File: src/rtl/cabac_pkg.sv
// cabac_pkg: shared widths, init constant and renorm FSM states for the CABAC decoder engine
package cabac_pkg;
   localparam int RANGE_W = 9;
   localparam int BYTE_W = 8;
   localparam logic [RANGE_W-1:0] INIT_RANGE = 9'd510;
   typedef enum logic [1:0] {IDLE, INIT, SHIFT, RESP} state_t;
endpackage

File: src/rtl/cabac_renorm_ctrl_rom.sv
// RenormTableROM: renorm shift count indexed by range[7:3], i.e. 8 - floor(log2(range)) for range < 256
module RenormTableROM (
   input  logic [4:0] addr,
   output logic [7:0] data_out
);
   always_comb data_out = addr == 5'd0 ? 8'd6 :
                          addr == 5'd1 ? 8'd5 :
                          addr <  5'd4 ? 8'd4 :
                          addr <  5'd8 ? 8'd3 :
                          addr < 5'd16 ? 8'd2 : 8'd1;
endmodule

File: src/rtl/cabac_renorm_ctrl.sv
// cabac_renorm_ctrl: renormalizes (range, offset) after a bin decode and performs engine init,
// pulling bits MSB-first from a byte-wide bitstream through a small bit buffer
module cabac_renorm_ctrl
   import cabac_pkg::*;
#(
   parameter int BUF_W = 16
) (
   input  logic               clk,
   input  logic               rst,
   input  logic               init_valid,
   input  logic               flush,
   input  logic               req_valid,
   output logic               req_ready,
   input  logic [RANGE_W-1:0] req_range,
   input  logic [RANGE_W-1:0] req_offset,
   output logic               resp_valid,
   input  logic               resp_ready,
   output logic [RANGE_W-1:0] resp_range,
   output logic [RANGE_W-1:0] resp_offset,
   input  logic               bs_valid,
   output logic               bs_ready,
   input  logic [BYTE_W-1:0]  bs_data
);
   localparam int CW = $clog2(BUF_W + 1);
   state_t state, state_n;
   logic [CW-1:0] cnt, cnt_n, cnt_sh, take;
   logic [BUF_W-1:0] bit_buf, bits_n, bits_sh;
   logic [RANGE_W-1:0] range_q, offset_q, range_n, offset_n;
   logic [RANGE_W+BUF_W-1:0] cat;
   logic [7:0] rom_data;
   logic [2:0] n;
   logic unused_rom;
   logic clear;
   RenormTableROM u_rom (
      .addr     (range_q[7:3]),
      .data_out (rom_data)
   );
   assign n = range_q[8] ? 3'd0 : rom_data[2:0];
   assign unused_rom = ^rom_data[7:3];
   assign req_ready = state == IDLE && !init_valid;
   assign bs_ready = cnt <= CW'(BUF_W - BYTE_W);
   assign resp_valid = state == RESP;
   assign resp_range = range_q;
   assign resp_offset = offset_q;
   assign clear = state == IDLE && flush;
   always_comb begin
      state_n = state;
      range_n = range_q;
      offset_n = offset_q;
      take = '0;
      cat = {offset_q, bit_buf} << n;
      case (state)
         IDLE: begin
            if (init_valid) state_n = INIT;
            else if (req_valid) begin
               state_n = SHIFT;
               range_n = req_range;
               offset_n = req_offset;
            end
         end
         INIT: begin
            if (cnt >= CW'(RANGE_W)) begin
               state_n = RESP;
               range_n = INIT_RANGE;
               offset_n = bit_buf[BUF_W-1 -: RANGE_W];
               take = CW'(RANGE_W);
            end
         end
         SHIFT: begin
            // starved: hold everything until enough bits are buffered
            if (cnt >= CW'(n)) begin
               state_n = RESP;
               range_n = range_q << n;
               offset_n = cat[RANGE_W+BUF_W-1 -: RANGE_W];
               take = CW'(n);
            end
         end
         RESP: state_n = resp_ready ? IDLE : RESP;
         default: state_n = IDLE;
      endcase
      cnt_sh = clear ? '0 : cnt - take;
      bits_sh = clear ? '0 : bit_buf << take;
      bits_n = bs_valid && bs_ready ? bits_sh | ({bs_data, {(BUF_W-BYTE_W){1'b0}}} >> cnt_sh) : bits_sh;
      cnt_n = bs_valid && bs_ready ? cnt_sh + CW'(BYTE_W) : cnt_sh;
   end
   always_ff @(posedge clk) begin
      if (rst) begin
         state <= IDLE;
         cnt <= '0;
         bit_buf <= '0;
         range_q <= '0;
         offset_q <= '0;
      end else begin
         state <= state_n;
         cnt <= cnt_n;
         bit_buf <= bits_n;
         range_q <= range_n;
         offset_q <= offset_n;
      end
   end
endmodule
File: config.mk
export PLATFORM = sky130hd
export DESIGN_NAME = cabac_renorm_ctrl
export DESIGN_NICKNAME = d
export VERILOG_FILES = /design/src/rtl/cabac_pkg.sv /design/src/rtl/cabac_renorm_ctrl_rom.sv /design/src/rtl/cabac_renorm_ctrl.sv
export SDC_FILE = /design/constraint.sdc
export NUM_CORES = 1
export LEC_CHECK = 0
export ABC_AREA = 1
export CORE_ASPECT_RATIO = 1.5
export CORE_MARGIN = 3
export CORE_UTILIZATION = 57
export CTS_BUF_LIST = sky130_fd_sc_hd__clkbuf_16
export CTS_CLUSTER_DIAMETER = 40
export DETAILED_ROUTE_END_ITERATION = 8
export PLACE_DENSITY = 0.82
export SETUP_SLACK_MARGIN = 0.2
export SKIP_CTS_REPAIR_TIMING = 1
export SYNTH_ARGS = -nofsm -noshare
export SYNTH_HDL_FRONTEND = slang
export SYNTH_HIERARCHICAL = 1
export SYNTH_SLANG_ARGS = --single-unit
File: constraint.sdc
create_clock -name clk -period 4.55 [get_ports clk]
set_clock_uncertainty 0.05 [all_clocks]
set_input_delay 0.6825 -clock clk [delete_from_list [all_inputs] [get_ports clk]]
set_output_delay 0.6825 -clock clk [all_outputs]
set_load 0.01 [all_outputs]
==> load_flow_metrics.sql, run 1 <==
INSERT INTO impl_metrics (metric_group, metric, value, unit) VALUES
('sta', 'final_hold_viol_count', '0', ''),
('worst_setup_path', 'critPathCaptureType', 'flip-flop', ''),
('place', 'io_buffer_count', '53', ''),
('sta', 'timing.final.max_slew_violations', '0', ''),
('detailed_routing', 'route.vias.total', '4603', ''),
('logic_synthesis', 'syn_area', '3980', 'sq um'),
('worst_setup_path', 'timing.reg2reg.worst_path_depth', '25', ''),
('finish', 'fin_cells', '761', ''),
('worst_setup_path', 'worst_case_register_to_register_setup_slack', '0.45', 'ns'),
('clock_network', 'htree_num_levels', '2', ''),
('worst_setup_path', 'max_stage_delay', '0.44', 'ns'),
('floorplan', 'die-area', '8040', 'sq um'),
('sta', 'worst_slack', '0.453', 'ns'),
('floorplan', 'die_width', '74.2', 'microns'),
('floorplan', 'fp-row-count', '36', ''),
('finish', 'n_antenna_cell', '0', ''),
('floorplan', 'die_h', '108', 'microns'),
('flow_run', 'maximum_capacitance_violations', '0', ''),
('detailed_routing', 'wl_met3', '582', 'microns'),
('worst_hold_path', 'worst_hold_path_type', 'flip-flop to flip-flop', ''),
('clock_network', 'clock_sink_count', '41', ''),
('worst_setup_path', 'crit_fanout', '19', ''),
('place', 'placement.setup.worst_slack', '0.374', 'ns'),
('logic_synthesis', 'mappedNetlistNets', '687', ''),
('power_and_ir_drop', 'power_density', '751', 'nW/um^2'),
('finish', 'layout.filler_cells', '642', ''),
('worst_setup_path', 'worst_path_dominant_cell_family', 'simple AND/OR/NAND/NOR gates', ''),
('worst_setup_path', 'timing.critical_path.depth', '25', ''),
('finish', 'finalNetCount', '729', ''),
('worst_setup_path', 'worstReg2RegStart', 'resp_range[6]', ''),
('power_and_ir_drop', 'vdd.ir_drop.worst', '375', 'uV'),
('worst_setup_path', 'worstSetupStartpointType', 'flip-flop', ''),
('clock_network', 'clock_path_buffers', '2', ''),
('detailed_routing', 'drt_drc_violations_left', '0', ''),
('clock_network', 'clk_pin_slew', '0.06', 'ns'),
('worst_setup_path', 'worstSetupStartpoint', 'resp_range[6]', ''),
('detailed_routing', 'wl', '12500', 'microns'),
('detailed_routing', 'detail-route-antenna-nets', '0', ''),
('run_status', 'status', 'complete, no violations', ''),
('detailed_routing', 'dr.max_layer_used', 'met4', ''),
('sta', 'tns', '0', 'ns'),
('global_routing', 'first_global_vias', '4350', ''),
('power_and_ir_drop', 'power_leakage', '0.00202', 'uW'),
('global_routing', 'gr-total-overflow', '0', ''),
('global_routing', 'grt_antenna_before_repair', '0', ''),
('detailed_routing', 'routed_wl_per_cell', '16.4', 'microns'),
('sta', 'max_freq', '0.244', 'GHz'),
('clock_network', 'cts_made_buffers', '5', ''),
('logic_synthesis', 'synth_area_per_cell', '6.20', 'sq um'),
('sta', 'worst_slew_margin_rel', '0.298', ''),
('worst_setup_path', 'critPathRequiredTime', '4.64', 'ns'),
('detailed_routing', 'met2RoutedLength', '6500', 'microns'),
('worst_setup_path', 'worstSetupEndpoint', 'bit_buf[11]', ''),
('worst_setup_path', 'crit_top_cell', 'nand2_1', ''),
('global_routing', 'grt.total_usage', '0.316', ''),
('global_routing', 'grt_first_pass_wirelength', '20000', 'microns'),
('worst_setup_path', 'category_of_the_critical_setup_timing_path', 'flip-flop to flip-flop', ''),
('sta', 'setup_viol', '0', ''),
('detailed_routing', 'drtIter0Drc', '418', ''),
('worst_setup_path', 'buffer_and_inverter_count_on_the_worst_path', '5', ''),
('detailed_routing', 'wl_met1', '4830', 'microns'),
('logic_synthesis', 'post_synth_inst_count', '642', ''),
('global_routing', 'grt_start_max_net_pins', '28', ''),
('worst_setup_path', 'crit_slowest_cell', 'fa_1', ''),
('sta', 'final_critical_period', '4.10', 'ns'),
('place', 'dp_hpwl', '9160', 'microns'),
('sta', 'tightestPinTransition', '1.05', 'ns'),
('place', 'cell_count_post_placement', '750', ''),
('logic_synthesis', 'number_of_warnings_reported_in_the_yosys_synthesis_log', '6', ''),
('finish', 'area_of_the_multi_input_gates', '2700', 'sq um'),
('floorplan', 'floorplan.core_area', '6620', 'sq um');
power breakdown:
part           internal [uW]  switching (uW)  total, uW
clock                    257             163        420
sequential               502             140        642
combinational            834            1610       2450
total                   1590            1920       3510
cells in the final DEF (no fill, tap or decap), types with 2 or more instances in the layout:
cell / count
nand2_1: 157
nand3_1: 99
o21ai_0: 65
inv_1: 58
clkdlybuf4s50_1: 53
a21oi_1: 51
dfxtp_1: 40
nor2_1: 31
nand3_2: 11
ha_1: 11
buf_4: 10
o211ai_1: 9
o21ai_1: 9
inv_2: 8
nand2_2: 8
nand2_4: 7
nor2_4: 5
a31oi_1: 5
o221ai_1: 5
clkbuf_16: 5
nor3_1: 4
nand4_1: 4
nor2_2: 2
nor2_8: 2
inv_6: 2
a211oi_1: 2
o21a_1: 2
cell type report:
cell class,count,share of cell area
clock buffer,5,0.0268
clock inverter,3,0.00883
inverter,70,0.0605
sequential,41,0.176
multi-input combinational,503,0.578
tap,76,0.0203
timing repair buffer,63,0.130
through the flow:
stage / cell area [sq um] / hold WS [ns]
after global placement: 4470 / 0.417
after global routing: 4680 / 0.465
after detailed placement: 4470 / 0.432
final: 4680 / 0.439
after floorplan: 3980 / 0.445
after CTS: 4640 / 0.441
per-layer routing:
layer / vias up / GRT usage
met3: 45 / 0.0409
met2: 187 / 0.560
met5: - / 0
li1: 2252 / -
met1: 2119 / 0.351
met4: 0 / 0.184
tightest hold or removal path, cell delays in order (launching register included):
cell     delay [ns]
dfxtp_1        0.32
nand2_1        0.07
a21oi_1        0.06
sequential cells by signal, indices dropped and copies added (netlist names):
name         cells
bit_buf         16
resp_offset      9
resp_range       9
cnt              5
state            2
worst min path at each step:
stage / from / to
after floorplan: state[1] / state[1]
after global placement: resp_range[2] / resp_range[2]
after detailed placement: resp_range[2] / resp_range[2]
after CTS: resp_range[2] / resp_range[2]
after global routing: resp_range[2] / resp_range[2]
final: resp_range[2] / resp_range[2]
Power figures use the tool's default switching activity.
==> inputs of run 2 (changes only) <==
--- a/config.mk
+++ b/config.mk
@@ -12,9 +12,11 @@
 export CTS_BUF_LIST = sky130_fd_sc_hd__clkbuf_16
 export CTS_CLUSTER_DIAMETER = 40
 export DETAILED_ROUTE_END_ITERATION = 8
+export MAX_ROUTING_LAYER = met4
 export PLACE_DENSITY = 0.82
 export SETUP_SLACK_MARGIN = 0.2
 export SKIP_CTS_REPAIR_TIMING = 1
+export SLEW_MARGIN = 20
 export SYNTH_ARGS = -nofsm -noshare
 export SYNTH_HDL_FRONTEND = slang
 export SYNTH_HIERARCHICAL = 1
==> run 2 against run 1 <==
Net effect:
- power shrank 1.0%
- routed wire length shrank 1.1%
- first-iteration DRC count shrank 5.7%
- final cell count shrank 0.26%
- largest power group unchanged
- via count shrank 1.0%
- clock-buffer cell count is the same
- flip-flop and latch count is the same
==> load_flow_metrics.sql, run 2 (same netlist as run 1, synthesis figures left out) <==
INSERT INTO impl_metrics (metric_group, metric, value, unit) VALUES
('detailed_routing', 'routed_via_density', '6.00', ''),
('detailed_routing', 'wl', '12300', 'microns'),
('worst_setup_path', 'category_of_the_critical_setup_timing_path', 'flip-flop to flip-flop', ''),
('floorplan', 'die_h', '108', 'microns'),
('detailed_routing', 'detail-route-antenna-nets', '0', ''),
('global_routing', 'grt_first_pass_wirelength', '19600', 'microns'),
('power_and_ir_drop', 'seqPwrFrac', '0.184', ''),
('detailed_routing', 'route.vias.total', '4555', ''),
('worst_setup_path', 'timing.reg2reg.worst_path_depth', '25', ''),
('power_and_ir_drop', 'vdd.ir_drop.worst', '359', 'uV'),
('finish', 'layout.filler_cells', '626', ''),
('worst_hold_path', 'hold_path_startpoint', 'resp_range[2]', ''),
('floorplan', 'boundaryPins', '54', ''),
('sta', 'final_min_period_over_clock_period', '0.902', ''),
('detailed_routing', 'routed_wl_per_cell', '16.2', 'microns'),
('floorplan', 'fp-row-count', '36', ''),
('sta', 'max_freq', '0.244', 'GHz'),
('worst_hold_path', 'hold-path-endpoint', 'resp_range[2]', ''),
('clock_network', 'clock_tree_from_tritoncts', 'built', ''),
('power_and_ir_drop', 'psw', '1890', 'uW'),
('worst_setup_path', 'arrival', '4.26', 'ns'),
('global_routing', 'grt_start_max_net_pins', '32', ''),
('worst_setup_path', 'crit_fanout', '19', ''),
('clock_network', 'htree_num_levels', '2', ''),
('finish', 'final_common_cell', 'nand2_1', ''),
('global_routing', 'gr-total-overflow', '0', ''),
('sta', 'final_hold_viol_count', '0', ''),
('worst_setup_path', 'critPathRequiredTime', '4.71', 'ns'),
('finish', 'finalNetCount', '727', ''),
('sta', 'worst_slew_margin_rel', '0.320', ''),
('finish', 'share_of_post_route_cells_with_drive_strength_above_1', '0.104', ''),
('global_routing', 'grt_antenna_before_repair', '0', ''),
('global_routing', 'globalRouteMet3Util', '0.0437', ''),
('clock_network', 'clk_pin_slew', '0.07', 'ns'),
('power_and_ir_drop', 'power.clock.fraction', '0.119', ''),
('floorplan', 'die_width', '74.2', 'microns'),
('power_and_ir_drop', 'power_density', '746', 'nW/um^2'),
('global_routing', 'globalRouteMet1Util', '0.314', ''),
('finish', 'layout_common_cells', '157 x nand2_1, 99 x nand3_1, 66 x o21ai_0', ''),
('finish', 'max_flop_register', 'bit_buf', ''),
('finish', 'layout-area-overhead-vs-synth', '17.1', '%'),
('clock_network', 'clock_sink_count', '41', ''),
('clock_network', 'clock_latency', '0.29', 'ns'),
('floorplan', 'floorplan.core_area', '6620', 'sq um'),
('floorplan', 'die-area', '8040', 'sq um'),
('sta', 'tns', '0', 'ns'),
('worst_setup_path', 'worstReg2RegStart', 'resp_range[6]', ''),
('global_routing', 'grt_most_used_layer', 'met2', ''),
('detailed_routing', 'drt_drc_violations_left', '0', ''),
('global_routing', 'globalRouteMet2Util', '0.578', ''),
('sta', 'final_critical_period', '4.10', 'ns'),
('place', 'dp_hpwl', '9190', 'microns'),
('power_and_ir_drop', 'cell_internal_pwr', '1580', 'uW'),
('finish', 'flip_flop_count_of_the_largest_register_after_layout', '16', ''),
('global_routing', 'first_global_vias', '4368', ''),
('worst_setup_path', 'worst_case_register_to_register_setup_slack', '0.45', 'ns'),
('power_and_ir_drop', 'comb_power_share', '0.697', ''),
('worst_setup_path', 'worstSetupStartpointType', 'flip-flop', ''),
('worst_setup_path', 'regToRegEndpoint', 'bit_buf[10]', ''),
('place', 'globalplace.congestion', '0.935', ''),
('sta', 'setup_viol', '0', ''),
('finish', 'fin_util', '0.704', ''),
('flow_run', 'maximum_capacitance_violations', '0', ''),
('finish', 'n_antenna_cell', '0', ''),
('sta', 'tightestPinTransition', '1.02', 'ns'),
('detailed_routing', 'drtIter0Drc', '394', ''),
('detailed_routing', 'first_pass_iters', '6', ''),
('sta', 'grt_setup_unrepaired', 'yes', ''),
('run_status', 'status', 'complete, no violations', ''),
('worst_hold_path', 'worst_hold_path_type', 'flip-flop to flip-flop', ''),
('power_and_ir_drop', 'switching_share', '0.544', ''),
('power_and_ir_drop', 'power_leakage', '0.00201', 'uW'),
('clock_network', 'clk_root_buffer_cell', 'clkbuf_16', ''),
('worst_hold_path', 'hold_depth', '2', ''),
('clock_network', 'cts_made_buffers', '5', ''),
('sta', 'timing.final.max_slew_violations', '0', ''),
('clock_network', 'clock_path_buffers', '2', ''),
('place', 'io_buffer_count', '53', ''),
('global_routing', 'grt.total_usage', '0.319', ''),
('floorplan', 'start_util', '0.601', ''),
('worst_setup_path', 'critPathCaptureType', 'flip-flop', '');
## run 2: cell types whose count changed in the layout (fill, tap and decap cells not counted)
cell,change
buf_4,-2
o21ai_1,-1
o21ai_0,+1
## run 2: how the worst max path moves through the flow
stage,startpoint,to,cells past startpoint
floorplan,resp_range[6],bit_buf[7],25
finish,resp_range[6],bit_buf[10],25
global route,resp_range[6],bit_buf[11],25
detailed placement,resp_range[7],bit_buf[11],23
global placement,resp_range[7],bit_buf[11],23
CTS,resp_range[7],bit_buf[4],21
## run 2: power groups by stage
stage	sequential, uW	clock (uW)	combinational, uW
4_1_cts	637	420	2350
5_1_grt	660	431	2690
3_3_place_gp	640	0	2310
2_1_floorplan	634	0	1770
6_report	640	414	2420
3_5_place_dp	644	0	2340
## run 2: per-stage QoR
stage / setup WS [ns] / power, uW / instance area, sq um / instances / hold slack (ns)
final: 0.448 / 3470 / 4660 / 759 / 0.434
after floorplan: 0.672 / 2400 / 3980 / 642 / 0.445
after global placement: 0.449 / 2950 / 4460 / 749 / 0.417
after CTS: 0.330 / 3410 / 4630 / 757 / 0.435
after global routing: 0.141 / 3780 / 4660 / 759 / 0.473
after detailed placement: 0.399 / 2980 / 4460 / 749 / 0.429
## run 2: per-layer routing
metal | up-vias | wire [microns]
met5 | - | 0
li1 | 2243 | -
met1 | 2075 | 4530
met2 | 185 | 6520
met4 | 0 | 669
met3 | 52 | 610
## run 2: layout make-up
cell class              count  area, sq um  area share
clock buffers               5          125      0.0268
clock inverters             3         41.3     0.00886
inverters                  70          283      0.0607
multi-input cells         503         2700       0.580
flip-flops and latches     41          822       0.176
well taps                  76         95.1      0.0204
repair buffers             61          591       0.127
## run 2: critical path, cell delays in order, from the launching register on
cell     delay [ns]
dfxtp_1        0.43
nor2_1         0.09
nand2_1        0.09
nand3_2        0.19
nand2_8        0.20
inv_8          0.08
ha_1           0.28
inv_1          0.03
nand2_1        0.05
nand2_1        0.08
nand2_2        0.12
nand3_4        0.20
nand2_4        0.11
ha_1           0.15
inv_1          0.06
fa_1           0.48
inv_1          0.10
nor2_8         0.17
inv_1          0.19
nand2_1        0.11
o21ai_1        0.08
o21ai_0        0.32
nand2_1        0.10
nand2_1        0.09
inv_1          0.05
a21oi_2        0.10
==> variant 1, RTL diff (flow settings as in run 1) <==
Reset style: asynchronous (`rst`), changed in one clocked block.
--- a/src/rtl/cabac_renorm_ctrl.sv
+++ b/src/rtl/cabac_renorm_ctrl.sv
@@ -83,7 +83,7 @@
       bits_n = bs_valid && bs_ready ? bits_sh | ({bs_data, {(BUF_W-BYTE_W){1'b0}}} >> cnt_sh) : bits_sh;
       cnt_n = bs_valid && bs_ready ? cnt_sh + CW'(BYTE_W) : cnt_sh;
    end
-   always_ff @(posedge clk) begin
+   always_ff @(posedge clk or posedge rst) begin
       if (rst) begin
          state <= IDLE;
          cnt <= '0;
Function: differs if rst is asserted again (counterexample within 4 cycles, from zero or initial values and one cycle with rst high); with rst held inactive, the same outputs for 4 cycles.
==> variant 1 against run 1 <==
Sequential cell count unchanged. Synthesized area is 0.97% higher. Worst setup slack worse by 0.0080 ns. Highest routed layer unchanged. Largest cell class unchanged. Via count decreased by 1.8%. Routed wire length fell by 0.86%. Count of clock-buffer cells in the layout unchanged. Cell area is essentially flat.
Power is left out: the tool's default activity adds up to more than one toggle a clock period on the data nets, which glitch-free logic cannot reach.
==> variant 1: results (changes against run 1) <==
Global routing
  – Met1 track demand over resource: 34.7% (was 35.1%)
  – Number of global-route vias before repair: 4,360 (was 4,350)
  – Met2 layer usage reported by global route: 56.2% (was 56.0%)
  – First-pass GRT wire length: 20.0 mm (about the same)
  – Pin count of the biggest net entering global routing: 42 (was 28)
  – M3 GR Usage: 4.43% (was 4.09%)
  – Initial antenna violation count: 0 (unchanged)
  – Total GRT Usage: 31.7% (was 31.6%)

Clocking
  – Buffer type at the clock tree root: clkbuf_16 (unchanged)
  – Clock Latency Late Sink: between 0.2 and 0.3 ns
  – Clock sink total: 41 (unchanged)
  – CTS H-Tree Depth: 2 (unchanged)
  – Clock transition time at the flip-flop clock pins of the worst setup and hold paths: 0.06 ns (about the same)
  – Max clock buf depth: 2 (unchanged)

Cells and area
  – Non-clock buffer share: 13.1% (was 13.0%)
  – Final-layout fill cell count: 625 (was 642)
  – Diodes inserted: 0 (unchanged)
  – Inverter count: 67 (was 70)
  – Total area of sequential cells: 1030 µm² (was 822 µm²)
  – Multi-input combinational gate total: 500 (was 503)
  – Clock-cell share: 2.83% (was 3.56%)
  – Max reg flops: 16 (unchanged)
  – Net count reported at finish: 724 (was 729)
  – Clock buffer instance count of the final layout: 5 (unchanged)
  – Register with the most flip-flops: bit_buf (unchanged)
  – Fraction of final layout cells sized beyond drive strength 1: 8.39% (was 10.7%)
  – Fraction of standard cell area in multi-input logic: 54.6% (was 57.8%)
  – Count of non-CTS buffers in the layout: 64 (was 63)

Routing
  – Total routed wirelength: 12.4 mm (was 12.5 mm)
  – Total length of routed met2 wires: 6.42 mm (was 6.50 mm)
  – Uppermost routed layer: met4 (unchanged)
  – Detailed route wirelength on metal3: 606 µm (was 582 µm)
  – WL met1: 4.59 mm (was 4.83 mm)
  – Routed vias: 4,521 (was 4,603)
  – Detailed router's first-iteration violation count: 465 (was 418)

Timing
  – Setup total negative slack: 0 ns (unchanged)
  – Slew @ Worst Pin: 0.571 ns (was 1.05 ns)
  – Tightest hold margin: 0.480 ns (was 0.439 ns)

Outcome
  – Status: completed (unchanged)

Placement
  – Detailed placement HPWL: 9.18 mm (was 9.16 mm)
  – Final RePlAce weighted congestion: 1.01 (was 0.912)
  – Post-Place Cell Area: 4500 µm² (was 4470 µm²)
  – Total of buffers placed on input and output ports: 53 (unchanged)

Synth
  – Yosys warnings: 6 (unchanged)
  – Synthesized Nets: 683 (was 687)

Setup path
  – Slowest cell delay on critical path: roughly 0.43 ns
  – Arrival time of the worst setup path: 4.28 ns (was 4.19 ns)
  – Family with the most delay on the worst path: simple AND/OR/NAND/NOR gates (unchanged)
  – CP max-delay cell: dfrtp_1 (was fa_1)
  – Setup slack, reg-to-reg: between 0.4 and 0.5 ns
  – Worst-path fanout max: 17 (was 19)

Min path
  – Worst hold path type: flop to flop (unchanged)
[variant 1: worst paths after layout]
path,startpoint,to,depth (start not counted)
setup / recovery,resp_range[5]$_DFFE_PP0P_,bit_buf[1]$_DFF_PP0_,23
hold / removal,resp_offset[8]$_DFFE_PP0P_,resp_offset[8]$_DFFE_PP0P_,2
setup reg to reg,resp_range[5]$_DFFE_PP0P_,bit_buf[1]$_DFF_PP0_,23
hold reg to reg,resp_offset[8]$_DFFE_PP0P_,resp_offset[8]$_DFFE_PP0P_,2
max in group asynchronous,rst,resp_range[6]$_DFFE_PP0P_,3
min in group asynchronous,rst,resp_range[5]$_DFFE_PP0P_,3
[variant 1: through the flow]
stage | std cells | utilization [%] | worst slack, ns
floorplan | 638 | - | 0.841
global placement | 744 | 67.5 | 0.491
detailed placement | 744 | 67.5 | 0.436
CTS | 751 | 69.5 | 0.392
global route | 755 | 70.2 | 0.205
finish | 755 | 70.2 | 0.445
==> variant 2, RTL diff (settings of run 1) <==
Made on the original files. Set the parameter `BUF_W` to 32 (it was 16).
--- a/src/rtl/cabac_renorm_ctrl.sv
+++ b/src/rtl/cabac_renorm_ctrl.sv
@@ -3,7 +3,7 @@
 module cabac_renorm_ctrl
    import cabac_pkg::*;
 #(
-   parameter int BUF_W = 16
+   parameter int BUF_W = 32
 ) (
    input  logic               clk,
    input  logic               rst,
Formal check against the unedited RTL: not equivalent (Yosys sat finds a counterexample within 4 cycles, from zero or initial values and one cycle with rst high).
==> variant 2 against run 1 <==
Critical path depth fell by 4. Synthesized area rose by 37%. Routed wire length rose by 42%. Total power rose by 49%. Cell count rose by 41%. Cell area rose by 33%. Worst setup slack improved by 0.054 ns. Sequential cell count rose by 17. Count of clock-buffer cells in the layout rose by 4. Sequential share of layout area rose by 1.1 points. Highest routed layer unchanged.
==> variant 2: results (changes against run 1) <==
Synth
  – Syn avg cell area: 5.86 µm² (was 6.20 µm²)
  – Yosys warnings: 6 (unchanged)
  – Synthesized Nets: 973 (was 687)

Global routing
  – First-pass GRT wire length: 29.0 mm (was 20.0 mm)
  – Total GRT Usage: 33.2% (was 31.6%)
  – Initial antenna violation count: 0 (unchanged)
  – Pin count of the biggest net entering global routing: 37 (was 28)
  – Number of global-route vias before repair: 6,277 (was 4,350)

Min path
  – Worst hold path type: flop to flop (unchanged)

Timing
  – Slew @ Worst Pin: 1.13 ns (was 1.05 ns)
  – Setup total negative slack: 0 ns (unchanged)

Clocking
  – CTS H-Tree Depth: 3 (was 2)
  – Total clock buffers created by CTS: 9 (was 5)
  – Clock transition time at the flip-flop clock pins of the worst setup and hold paths: 0.06 ns (about the same)
  – Buffer type at the clock tree root: clkbuf_16 (unchanged)
  – Clock Latency Late Sink: 0.34 ns (was 0.30 ns)
  – Max clock buf depth: 2 (unchanged)

Cells and area
  – Diodes inserted: 0 (unchanged)
  – Register with the most flip-flops: bit_buf (unchanged)
  – Net count reported at finish: 1,000 (was 729)
  – Max reg flops: 32 (was 16)
  – Fraction of final layout cells sized beyond drive strength 1: 9.17% (was 10.7%)

Setup path
  – Worst-path fanout max: 35 (was 19)
  – CP max-delay cell: fa_1 (unchanged)
  – Slowest cell delay on critical path: 0.51 ns (was 0.44 ns)
  – Arrival time of the worst setup path: 4.27 ns (was 4.19 ns)

Routing
  – Router iterations before antenna repair: 5 (unchanged)
  – Detailed router's first-iteration violation count: 575 (was 418)
  – Post-DR wirelength/cell: 16.5 µm (was 16.4 µm)
  – Via density per instance: 6.08 (was 6.05)
  – Routed vias: 6,522 (was 4,603)

Placement
  – Cell Count Post-Placement: 1,057 (was 750)
  – Total of buffers placed on input and output ports: 53 (unchanged)
  – Detailed placement HPWL: 12.8 mm (was 9.16 mm)
  – Final RePlAce weighted congestion: 0.985 (was 0.912)

Power
  – Worst-case vdd ir drop: 0.000528 V (was 0.000375 V)
  – Leakage power total: 2.82 nW (was 2.02 nW)

Outcome
  – Status: completed (unchanged)
[variant 2: cell types whose count changed in the layout (fill, tap and decap cells not counted), sizes merged, moves of 4 or more]
cell / change
clkbuf: +4
o21ai: +19
dfxtp: +17
nand4: -4
inv: +45
nand2: +67
a21oi: -17
nand3: +131
o221ai: -4
[variant 2: power by group]
group | internal, W | switching, W
registers | 0.000722 | 0.000143
clock network | 0.000416 | 0.000260
logic | 0.00121 | 0.00249
[variant 2: stage by stage]
stage	hold slack, ns	area, µm²	power (W)	setup WS, ns
global route	0.482	6220	0.00572	0.233
finish	0.444	6220	0.00524	0.507
CTS	0.438	6220	0.00517	0.570
floorplan	0.445	5450	0.00357	0.910
global placement	0.420	5940	0.00446	0.685
detailed placement	0.430	5940	0.00448	0.648
[variant 2: layer usage]
layer  GRT usage (%)  vias to the layer above  share of wire, %
li1                -                     3148                 -
met2            60.3                      335                52
met1            34.2                     2948                35
met5               0                        -                 0
met4            21.7                        0               6.1
met3            5.30                       91               6.8
[variant 2: path summary, 6_finish.rpt]
path	cells past startpoint	slack [ns]	startpoint	end
worst min register to register	2	0.44	resp_range[2]$_SDFFE_PP0P_	resp_range[2]$_SDFFE_PP0P_
worst max register to register	21	0.51	resp_range[6]$_SDFFE_PP0P_	bit_buf[21]$_SDFF_PP0_
worst min-delay path	2	0.44	resp_range[2]$_SDFFE_PP0P_	resp_range[2]$_SDFFE_PP0P_
worst max-delay path	21	0.51	resp_range[6]$_SDFFE_PP0P_	bit_buf[21]$_SDFF_PP0_
[variant 2: area by class of cell]
cell class                      instances  area, µm²
Timing Repair Buffer                   65        621
Sequential cell                        58       1160
Clock buffer                            9        225
Clock inverter                          6       58.8
Tap cell                              112        140
Fill cell                             931       3090
Multi-Input combinational cell        707       3580
Inverter                              115        434
[variant 2: critical path, delay by kind of cell (launching register included)]
kind	cells	cell delay [ns]
simple gates	11	1.10
fa+ha+maj	2	0.79
flops	1	0.41
compound gates	4	0.94
buf+inv	4	0.70
